===== config.mk =====
export PLATFORM = sky130hd
export DESIGN_NAME = proximity_array
export DESIGN_NICKNAME = d
export VERILOG_FILES = /design/src/rtl/proximity_pkg.sv /design/src/rtl/proximity_filter.sv /design/src/rtl/proximity_array.sv
export SDC_FILE = /design/constraint.sdc
export NUM_CORES = 1
export LEC_CHECK = 0
export BUFFER_PORTS_ARGS = -buffer_cell sky130_fd_sc_hd__buf_2
export CAP_MARGIN = 20
export CELL_PAD_IN_SITES_DETAIL_PLACEMENT = 0
export CELL_PAD_IN_SITES_GLOBAL_PLACEMENT = 1
export CORE_AREA = 2 2 108 110
export DETAILED_ROUTE_END_ITERATION = 6
export DIE_AREA = 0 0 110 112
export PLACE_DENSITY = 0.81
export SYNTH_ARGS = -nofsm -noshare
export SYNTH_HDL_FRONTEND = slang
export SYNTH_SLANG_ARGS = --single-unit

===== constraint.sdc =====
create_clock -name CLOCK_50 -period 3.6 [get_ports CLOCK_50]
set_input_delay 0.72 -clock CLOCK_50 [delete_from_list [all_inputs] [get_ports CLOCK_50]]
set_output_delay 0.72 -clock CLOCK_50 [all_outputs]
set_load 0.05 [all_outputs]

===== src/rtl/proximity_pkg.sv =====
// Shared types, default 50 MHz timing constants and helpers for the
// ultrasonic proximity array.
package proximity_pkg;

  typedef enum logic [2:0] {
    ST_IDLE,
    ST_TRIG,
    ST_WAIT_RISE,
    ST_MEASURE,
    ST_RESULT,
    ST_GAP
  } prox_state_t;

  localparam int DEF_CYCLES_PER_MM = 291;
  localparam int DEF_TRIG_CYCLES   = 500;
  localparam int DEF_WAIT_CYCLES   = 50_000;
  localparam int DEF_GAP_CYCLES    = 3_000_000;
  localparam int DEF_THRESH_MM     = 1000;
  localparam int DEF_HYST_MM       = 50;
  localparam int DEF_DEBOUNCE      = 2;

  // All-ones distance code, used as the "no reading" marker.
  function automatic int DIST_MAX(input int dist_w);
    return (1 << dist_w) - 1;
  endfunction

  function automatic int max3(input int a, input int b, input int c);
    int m;
    m = (a > b) ? a : b;
    return (m > c) ? m : c;
  endfunction

endpackage


===== src/rtl/proximity_filter.sv =====
// One channel's obstacle flag: debounced near/far decision with a
// hysteresis band above the threshold.
module proximity_filter
  import proximity_pkg::*;
#(
  parameter int DIST_W    = 12,
  parameter int THRESH_MM = DEF_THRESH_MM,
  parameter int HYST_MM   = DEF_HYST_MM,
  parameter int DEBOUNCE  = DEF_DEBOUNCE
) (
  input  logic              CLOCK_50,
  input  logic              reset,
  input  logic              valid,
  input  logic              timeout,
  input  logic [DIST_W-1:0] distance,
  output logic              stop
);

  localparam int            CW       = $clog2(DEBOUNCE + 1);
  localparam logic [CW-1:0] DEB      = CW'(DEBOUNCE);
  localparam logic [31:0]   NEAR_LIM = 32'(THRESH_MM);
  localparam logic [31:0]   FAR_LIM  = 32'(THRESH_MM + HYST_MM);

  logic [31:0]   dist_ext;
  logic          is_near;
  logic          is_far;
  logic [CW-1:0] near_cnt;
  logic [CW-1:0] far_cnt;
  logic [CW-1:0] near_inc;
  logic [CW-1:0] far_inc;

  // A timeout never counts as near; it always counts as far.
  assign dist_ext = 32'(distance);
  assign is_near  = !timeout && (dist_ext < NEAR_LIM);
  assign is_far   = timeout || (dist_ext >= FAR_LIM);
  assign near_inc = (near_cnt == DEB) ? DEB : near_cnt + 1'b1;
  assign far_inc  = (far_cnt == DEB) ? DEB : far_cnt + 1'b1;

  // Update the debounce counters and the flag once per published result.
  always_ff @(posedge CLOCK_50 or negedge reset) begin
    if (!reset) begin
      near_cnt <= '0;
      far_cnt  <= '0;
      stop     <= 1'b0;
    end else if (valid) begin
      if (is_near) begin
        far_cnt  <= '0;
        near_cnt <= near_inc;
        if (near_inc == DEB) stop <= 1'b1;
      end else if (is_far) begin
        near_cnt <= '0;
        far_cnt  <= far_inc;
        if (far_inc == DEB) stop <= 1'b0;
      end else begin
        near_cnt <= '0;
        far_cnt  <= '0;
      end
    end
  end

endmodule


===== src/rtl/proximity_array.sv =====
// Round-robin sonar scheduler: one sensor pings at a time, echo width is
// timed on CLOCK_50 and converted to mm, each channel feeds a stop filter.
//
// state        | meaning
// ST_IDLE      | waiting for enable to start the current channel
// ST_TRIG      | trigger pulse on the active channel
// ST_WAIT_RISE | waiting for a fresh echo rising edge (bounded)
// ST_MEASURE   | timing echo high; prescaler + mm counter running
// ST_RESULT    | result published this cycle
// ST_GAP       | settle time, then advance to the next channel
module proximity_array
  import proximity_pkg::*;
#(
  parameter int NUM_CH        = 2,
  parameter int DIST_W        = 12,
  parameter int CYCLES_PER_MM = DEF_CYCLES_PER_MM,
  parameter int TRIG_CYCLES   = DEF_TRIG_CYCLES,
  parameter int WAIT_CYCLES   = DEF_WAIT_CYCLES,
  parameter int GAP_CYCLES    = DEF_GAP_CYCLES,
  parameter int THRESH_MM     = DEF_THRESH_MM,
  parameter int HYST_MM       = DEF_HYST_MM,
  parameter int DEBOUNCE      = DEF_DEBOUNCE
) (
  input  logic                                        CLOCK_50,
  input  logic                                        reset,
  input  logic                                        enable,
  input  logic [NUM_CH-1:0]                           echo,
  output logic [NUM_CH-1:0]                           trig,
  output logic [NUM_CH*DIST_W-1:0]                    distance_mm,
  output logic [NUM_CH-1:0]                           valid,
  output logic [NUM_CH-1:0]                           timeout,
  output logic [NUM_CH-1:0]                           stop,
  output logic                                        any_stop,
  output logic [((NUM_CH > 1) ? $clog2(NUM_CH) : 1)-1:0] active_ch
);

  localparam int CH_W = (NUM_CH > 1) ? $clog2(NUM_CH) : 1;
  localparam int TW   = $clog2(max3(TRIG_CYCLES, WAIT_CYCLES, GAP_CYCLES) + 1);
  localparam int PW   = (CYCLES_PER_MM > 1) ? $clog2(CYCLES_PER_MM) : 1;

  localparam logic [TW-1:0]     TRIG_LD  = TW'(TRIG_CYCLES - 1);
  localparam logic [TW-1:0]     WAIT_LD  = TW'(WAIT_CYCLES - 1);
  localparam logic [TW-1:0]     GAP_LD   = TW'(GAP_CYCLES - 1);
  localparam logic [PW-1:0]     PSC_LAST = PW'(CYCLES_PER_MM - 1);
  localparam logic [DIST_W-1:0] D_MAX    = DIST_W'(DIST_MAX(DIST_W));
  localparam logic [CH_W-1:0]   CH_LAST  = CH_W'(NUM_CH - 1);

  prox_state_t       state;
  logic [TW-1:0]     timer;
  logic [PW-1:0]     psc;
  logic [DIST_W-1:0] mm;
  logic [DIST_W-1:0] mm_nxt;
  logic              psc_wrap;
  logic [NUM_CH-1:0] echo_s1;
  logic [NUM_CH-1:0] echo_s2;
  logic [NUM_CH-1:0] echo_prev;
  logic              rise;
  logic              fall;

  // Two-stage synchroniser plus one delayed copy for edge detection.
  always_ff @(posedge CLOCK_50 or negedge reset) begin
    if (!reset) begin
      echo_s1   <= '0;
      echo_s2   <= '0;
      echo_prev <= '0;
    end else begin
      echo_s1   <= echo;
      echo_s2   <= echo_s1;
      echo_prev <= echo_s2;
    end
  end

  assign rise = echo_s2[active_ch] & ~echo_prev[active_ch];
  assign fall = ~echo_s2[active_ch] & echo_prev[active_ch];

  // Every MEASURE cycle (fall cycle included) is one cycle of echo high,
  // so the count equals the synchronised high time H.
  assign psc_wrap = (psc == PSC_LAST);
  assign mm_nxt   = psc_wrap ? mm + 1'b1 : mm;

  // Scheduler: trigger, echo timing, result publication and settle gap.
  always_ff @(posedge CLOCK_50 or negedge reset) begin
    if (!reset) begin
      state       <= ST_IDLE;
      active_ch   <= '0;
      timer       <= '0;
      psc         <= '0;
      mm          <= '0;
      trig        <= '0;
      valid       <= '0;
      timeout     <= '0;
      distance_mm <= '0;
    end else begin
      valid   <= '0;
      timeout <= '0;
      unique case (state)
        ST_IDLE: begin
          if (enable) begin
            state           <= ST_TRIG;
            trig[active_ch] <= 1'b1;
            timer           <= TRIG_LD;
          end
        end
        ST_TRIG: begin
          if (timer == '0) begin
            trig  <= '0;
            state <= ST_WAIT_RISE;
            timer <= WAIT_LD;
          end else begin
            timer <= timer - 1'b1;
          end
        end
        ST_WAIT_RISE: begin
          if (rise) begin
            state <= ST_MEASURE;
            psc   <= '0;
            mm    <= '0;
          end else if (timer == '0) begin
            distance_mm[active_ch*DIST_W +: DIST_W] <= D_MAX;
            valid[active_ch]   <= 1'b1;
            timeout[active_ch] <= 1'b1;
            state              <= ST_RESULT;
          end else begin
            timer <= timer - 1'b1;
          end
        end
        ST_MEASURE: begin
          psc <= psc_wrap ? '0 : psc + 1'b1;
          mm  <= mm_nxt;
          if (fall || (mm_nxt == D_MAX)) begin
            distance_mm[active_ch*DIST_W +: DIST_W] <= mm_nxt;
            valid[active_ch] <= 1'b1;
            state            <= ST_RESULT;
          end
        end
        ST_RESULT: begin
          state <= ST_GAP;
          timer <= GAP_LD;
        end
        ST_GAP: begin
          if (timer == '0) begin
            state     <= ST_IDLE;
            active_ch <= (active_ch == CH_LAST) ? '0 : active_ch + 1'b1;
          end else begin
            timer <= timer - 1'b1;
          end
        end
        default: state <= ST_IDLE;
      endcase
    end
  end

  genvar g;
  generate
    for (g = 0; g < NUM_CH; g++) begin : g_filt
      proximity_filter #(
        .DIST_W   (DIST_W),
        .THRESH_MM(THRESH_MM),
        .HYST_MM  (HYST_MM),
        .DEBOUNCE (DEBOUNCE)
      ) u_filt (
        .CLOCK_50(CLOCK_50),
        .reset   (reset),
        .valid   (valid[g]),
        .timeout (timeout[g]),
        .distance(distance_mm[g*DIST_W +: DIST_W]),
        .stop    (stop[g])
      );
    end
  endgenerate

  assign any_stop = |stop;

endmodule


==> insert_results.sql <==
INSERT INTO impl_metrics (metric_group, metric, value, unit) VALUES
('synth', 'post_synth_instance_area', '0.00508', 'mm²'),
('critical_path', 'worstReg2RegEnd', 'timer[13]', ''),
('clock_network', 'cts-buffers-inserted', '9', ''),
('routing', 'wl_per_cell', '16.7', 'µm'),
('timing', 'count_of_final_setup_violators', '0', ''),
('timing', 'rsz0062_at_grt', 'no', ''),
('critical_path', 'reg2reg_depth', '8', ''),
('routing', 'route.detailed.vias_per_inst', '5.92', ''),
('routing', 'detailedRoute.firstIterationViolations', '469', ''),
('status', 'status', 'complete, no violations', ''),
('synth', 'synth_enable_flop_cells', '0', ''),
('timing', 'timing.fmax', '310', 'MHz'),
('synth', 'synth-warning-count', '0', ''),
('critical_path', 'critPathMaxFanout', '14', ''),
('place', 'dp.cells', '703', ''),
('power', 'intPower', '1.85', 'mW'),
('synth', 'yosys-top-cells-area', 'sky130_fd_sc_hd__dfrtp_1, sky130_fd_sc_hd__o21ai_0, sky130_fd_sc_hd__nand2_1', ''),
('critical_path', 'cp.required', '3.83', 'ns'),
('synth', 'list_of_most_frequent_post_synthesis_cells', 'sky130_fd_sc_hd__dfrtp_1, sky130_fd_sc_hd__nand2_1, sky130_fd_sc_hd__o21ai_0, sky130_fd_sc_hd__nor2_1, sky130_fd_sc_hd__inv_1', ''),
('grt', 'grt_use_total', '20.6', '%'),
('critical_path', 'worst_ep_arrival_time', '3.45', 'ns'),
('timing', 'relSlewSlack', '45.5', '%'),
('floorplanning', 'fp.dieArea', '0.0123', 'mm²'),
('synth', 'post-synth-top-area-cell', 'sky130_fd_sc_hd__dfrtp_1', ''),
('finish', 'num_antenna_cells', '0', ''),
('routing', 'drtPass1Iterations', '5', ''),
('synth', 'synth_cell_type_count', '65', ''),
('power', 'pwr-share-comb', '15.6', '%'),
('clock_network', 'clk-insertion-delay-late', '0.34', 'ns'),
('power', 'cellLeakagePower', '2.56', 'nW'),
('flow_run', 'maxCapViolCount', '0', ''),
('grt', 'grt_pass1_wl', '20100', 'µm'),
('timing', 'skew', '0.00600', 'ns'),
('critical_path', 'critical_path.endpoint_type', 'register', ''),
('synth', 'syn_area_per_cell', '9.36', 'µm²'),
('timing', 'worst_slew_pin_slew', '0.817', 'ns'),
('power', 'p_per_area', '458', 'mW/mm²'),
('clock_network', 'cts.sinks', '93', ''),
('synth', 'synth_largest_type_area_fraction', '45.8', '%'),
('timing', 'final_hold_viol_count', '0', ''),
('synth', 'ys_seq_elements', '93', ''),
('synth', 'syn_nets', '556', ''),
('power', 'net-switching-power', '0.752', 'mW'),
('critical_path', 'worst_setup_ep', 'timer[13]', ''),
('routing', 'final_antenna_net_count', '0', ''),
('finish', 'drive_gt1_share', '15.8', '%'),
('power', 'switching_share', '29.0', '%'),
('power', 'seq_power_share', '45.1', '%'),
('clock_network', 'cts_root_buf', 'sky130_fd_sc_hd__clkbuf_16', ''),
('critical_path', 'crit-reg2reg-launch', 'timer[0]', ''),
('clock_network', 'h-tree-depth', '3', ''),
('floorplanning', 'initial_core_util', '45.5', '%'),
('floorplanning', 'core_box_area', '0.0112', 'mm²'),
('timing', 'min_period_over_period', '89.5', '%'),
('timing', 'final_max_slew_viol_count', '0', ''),
('grt', 'globalRoute.totalOverflow', '0', ''),
('routing', 'dr_total_vias', '4255', ''),
('worst_hold_path', 'hold_path_class', 'reg -> reg', ''),
('place', 'place.gp.congestion', '0.868', ''),
('synth', 'synthCells', '543', ''),
('grt', 'number_of_antenna_violations_at_the_first_check_in_global_routing', '0', ''),
('critical_path', 'worst-r2r-setup-slack', '0.38', 'ns'),
('grt', 'grt_start_max_net_pins', '65', ''),
('critical_path', 'type_of_the_worst_setup_path', 'reg -> reg', ''),
('timing', 'setup-tns-final', '0', 'ns'),
('synth', 'yosys.cell_count.top_type', 'sky130_fd_sc_hd__dfrtp_1', ''),
('power', 'clock_power_share', '39.4', '%'),
('place', 'dp_hpwl', '8610', 'µm'),
('routing', 'remaining_drc_errors', '0', ''),
('synth', 'async_reset_ff_share', '100', '%'),
('critical_path', 'worstSetupStartpointType', 'register', '');
## power by group through the flow
stage               sequential, mW  combinational (mW)  clock, mW
global placement              1.18               0.393          0
detailed placement            1.19               0.400          0
floorplan                     1.15               0.328          0
finish                        1.17               0.404       1.02
global route                  1.18               0.456       1.09
CTS                           1.17               0.403       1.04
## metal layers
| metal | vias up | global-route usage, % | wire length (µm) |
|---|---|---|---|
| li1 | 2029 | - | - |
| met1 | 2104 | 30.4 | 5910 |
| met2 | 111 | 31.2 | 5380 |
| met3 | 11 | 4.22 | 578 |
| met4 | 0 | 4.73 | 134 |
| met5 | - | 0 | 0 |
## cells in the final DEF (no fill, tap or decap), types with 9 or more instances in the layout
cell,netlist,layout
sky130_fd_sc_hd__nor2_1,39,39
sky130_fd_sc_hd__nand3_1,14,14
sky130_fd_sc_hd__a22oi_1,10,10
sky130_fd_sc_hd__nand2_1,66,66
sky130_fd_sc_hd__o21ai_0,59,59
sky130_fd_sc_hd__mux2_4,10,10
sky130_fd_sc_hd__clkbuf_16,0,9
sky130_fd_sc_hd__a21oi_1,21,21
sky130_fd_sc_hd__nor4_1,9,9
sky130_fd_sc_hd__dfrtp_1,93,93
sky130_fd_sc_hd__nand4_1,13,13
sky130_fd_sc_hd__buf_2,8,37
sky130_fd_sc_hd__nor3_1,16,16
sky130_fd_sc_hd__inv_1,33,33
## layout make-up
| type | instances | area [µm²] |
|---|---|---|
| clock inverters | 6 | 92.6 |
| well taps | 143 | 179 |
| fillers | 1037 | 5510 |
| flip-flops and latches | 93 | 2330 |
| clock buffers | 10 | 229 |
| repair buffers | 44 | 238 |
| multi-input cells | 390 | 2480 |
| inverters | 33 | 124 |
## critical path, stage by stage, from the launching register on
cell and delay, ns:
sky130_fd_sc_hd__dfrtp_1 0.41, sky130_fd_sc_hd__inv_1 0.10, sky130_fd_sc_hd__ha_1 0.23, sky130_fd_sc_hd__nor3b_1 0.30, sky130_fd_sc_hd__nand4_1 0.37, sky130_fd_sc_hd__nor4_1 0.76
sky130_fd_sc_hd__o21a_1 0.48, sky130_fd_sc_hd__nor2_1 0.17, sky130_fd_sc_hd__a32o_1 0.28
## flip-flops by register name, indices dropped and copies added, names as in the netlist
register,flops
distance_mm,24
timer,22
mm,12
psc,9
g_filt.u_filt.far_cnt,4
g_filt.u_filt.near_cnt,4
state,3
echo_prev,2
echo_s1,2
echo_s2,2
g_filt.u_filt.stop,2
timeout,2
trig,2
valid,2
active_ch,1
## kinds of logic (layout without fill, tap and decap cells)
| logic type | after synthesis | count (layout) | share of synthesized area [%] |
|---|---|---|---|
| and+or+nand+nor | 204 | 204 | 20.7 |
| AOI/OAI and AO/OA | 150 | 150 | 19.7 |
| adders and majority gates | 8 | 8 | 1.97 |
| buffers and inverters | 60 | 93 | 5.51 |
| muxes | 16 | 16 | 4.28 |
| DFF | 93 | 93 | 45.8 |
| xor gates and xnor gates | 12 | 12 | 2.07 |
## worst min path at each step
stage                           from         end  slack (ns)  depth (start not counted)
after global routing      echo_s1[0]  echo_s2[0]        0.35                          0
after detailed placement  echo_s1[1]  echo_s2[1]        0.33                          0
after CTS                 echo_s1[1]  echo_s2[1]        0.35                          0
final                     echo_s1[1]  echo_s2[1]        0.35                          0
after floorplan           echo_s1[0]  echo_s2[0]        0.33                          0
after global placement    echo_s1[0]  echo_s2[0]        0.33                          0
## per-stage QoR
stage	instance area [µm²]	util (%)	setup slack [ns]	power (mW)	hold slack [ns]
final	5670	50.7	0.378	2.60	0.349
after detailed placement	5350	47.8	0.476	1.59	0.335
after global placement	5350	47.8	0.486	1.58	0.334
after floorplan	5080	-	1.03	1.48	0.331
after CTS	5670	50.7	0.444	2.61	0.350
after global routing	5670	50.7	0.0934	2.73	0.354
No activity file was read; power rests on OpenSTA's default activity.
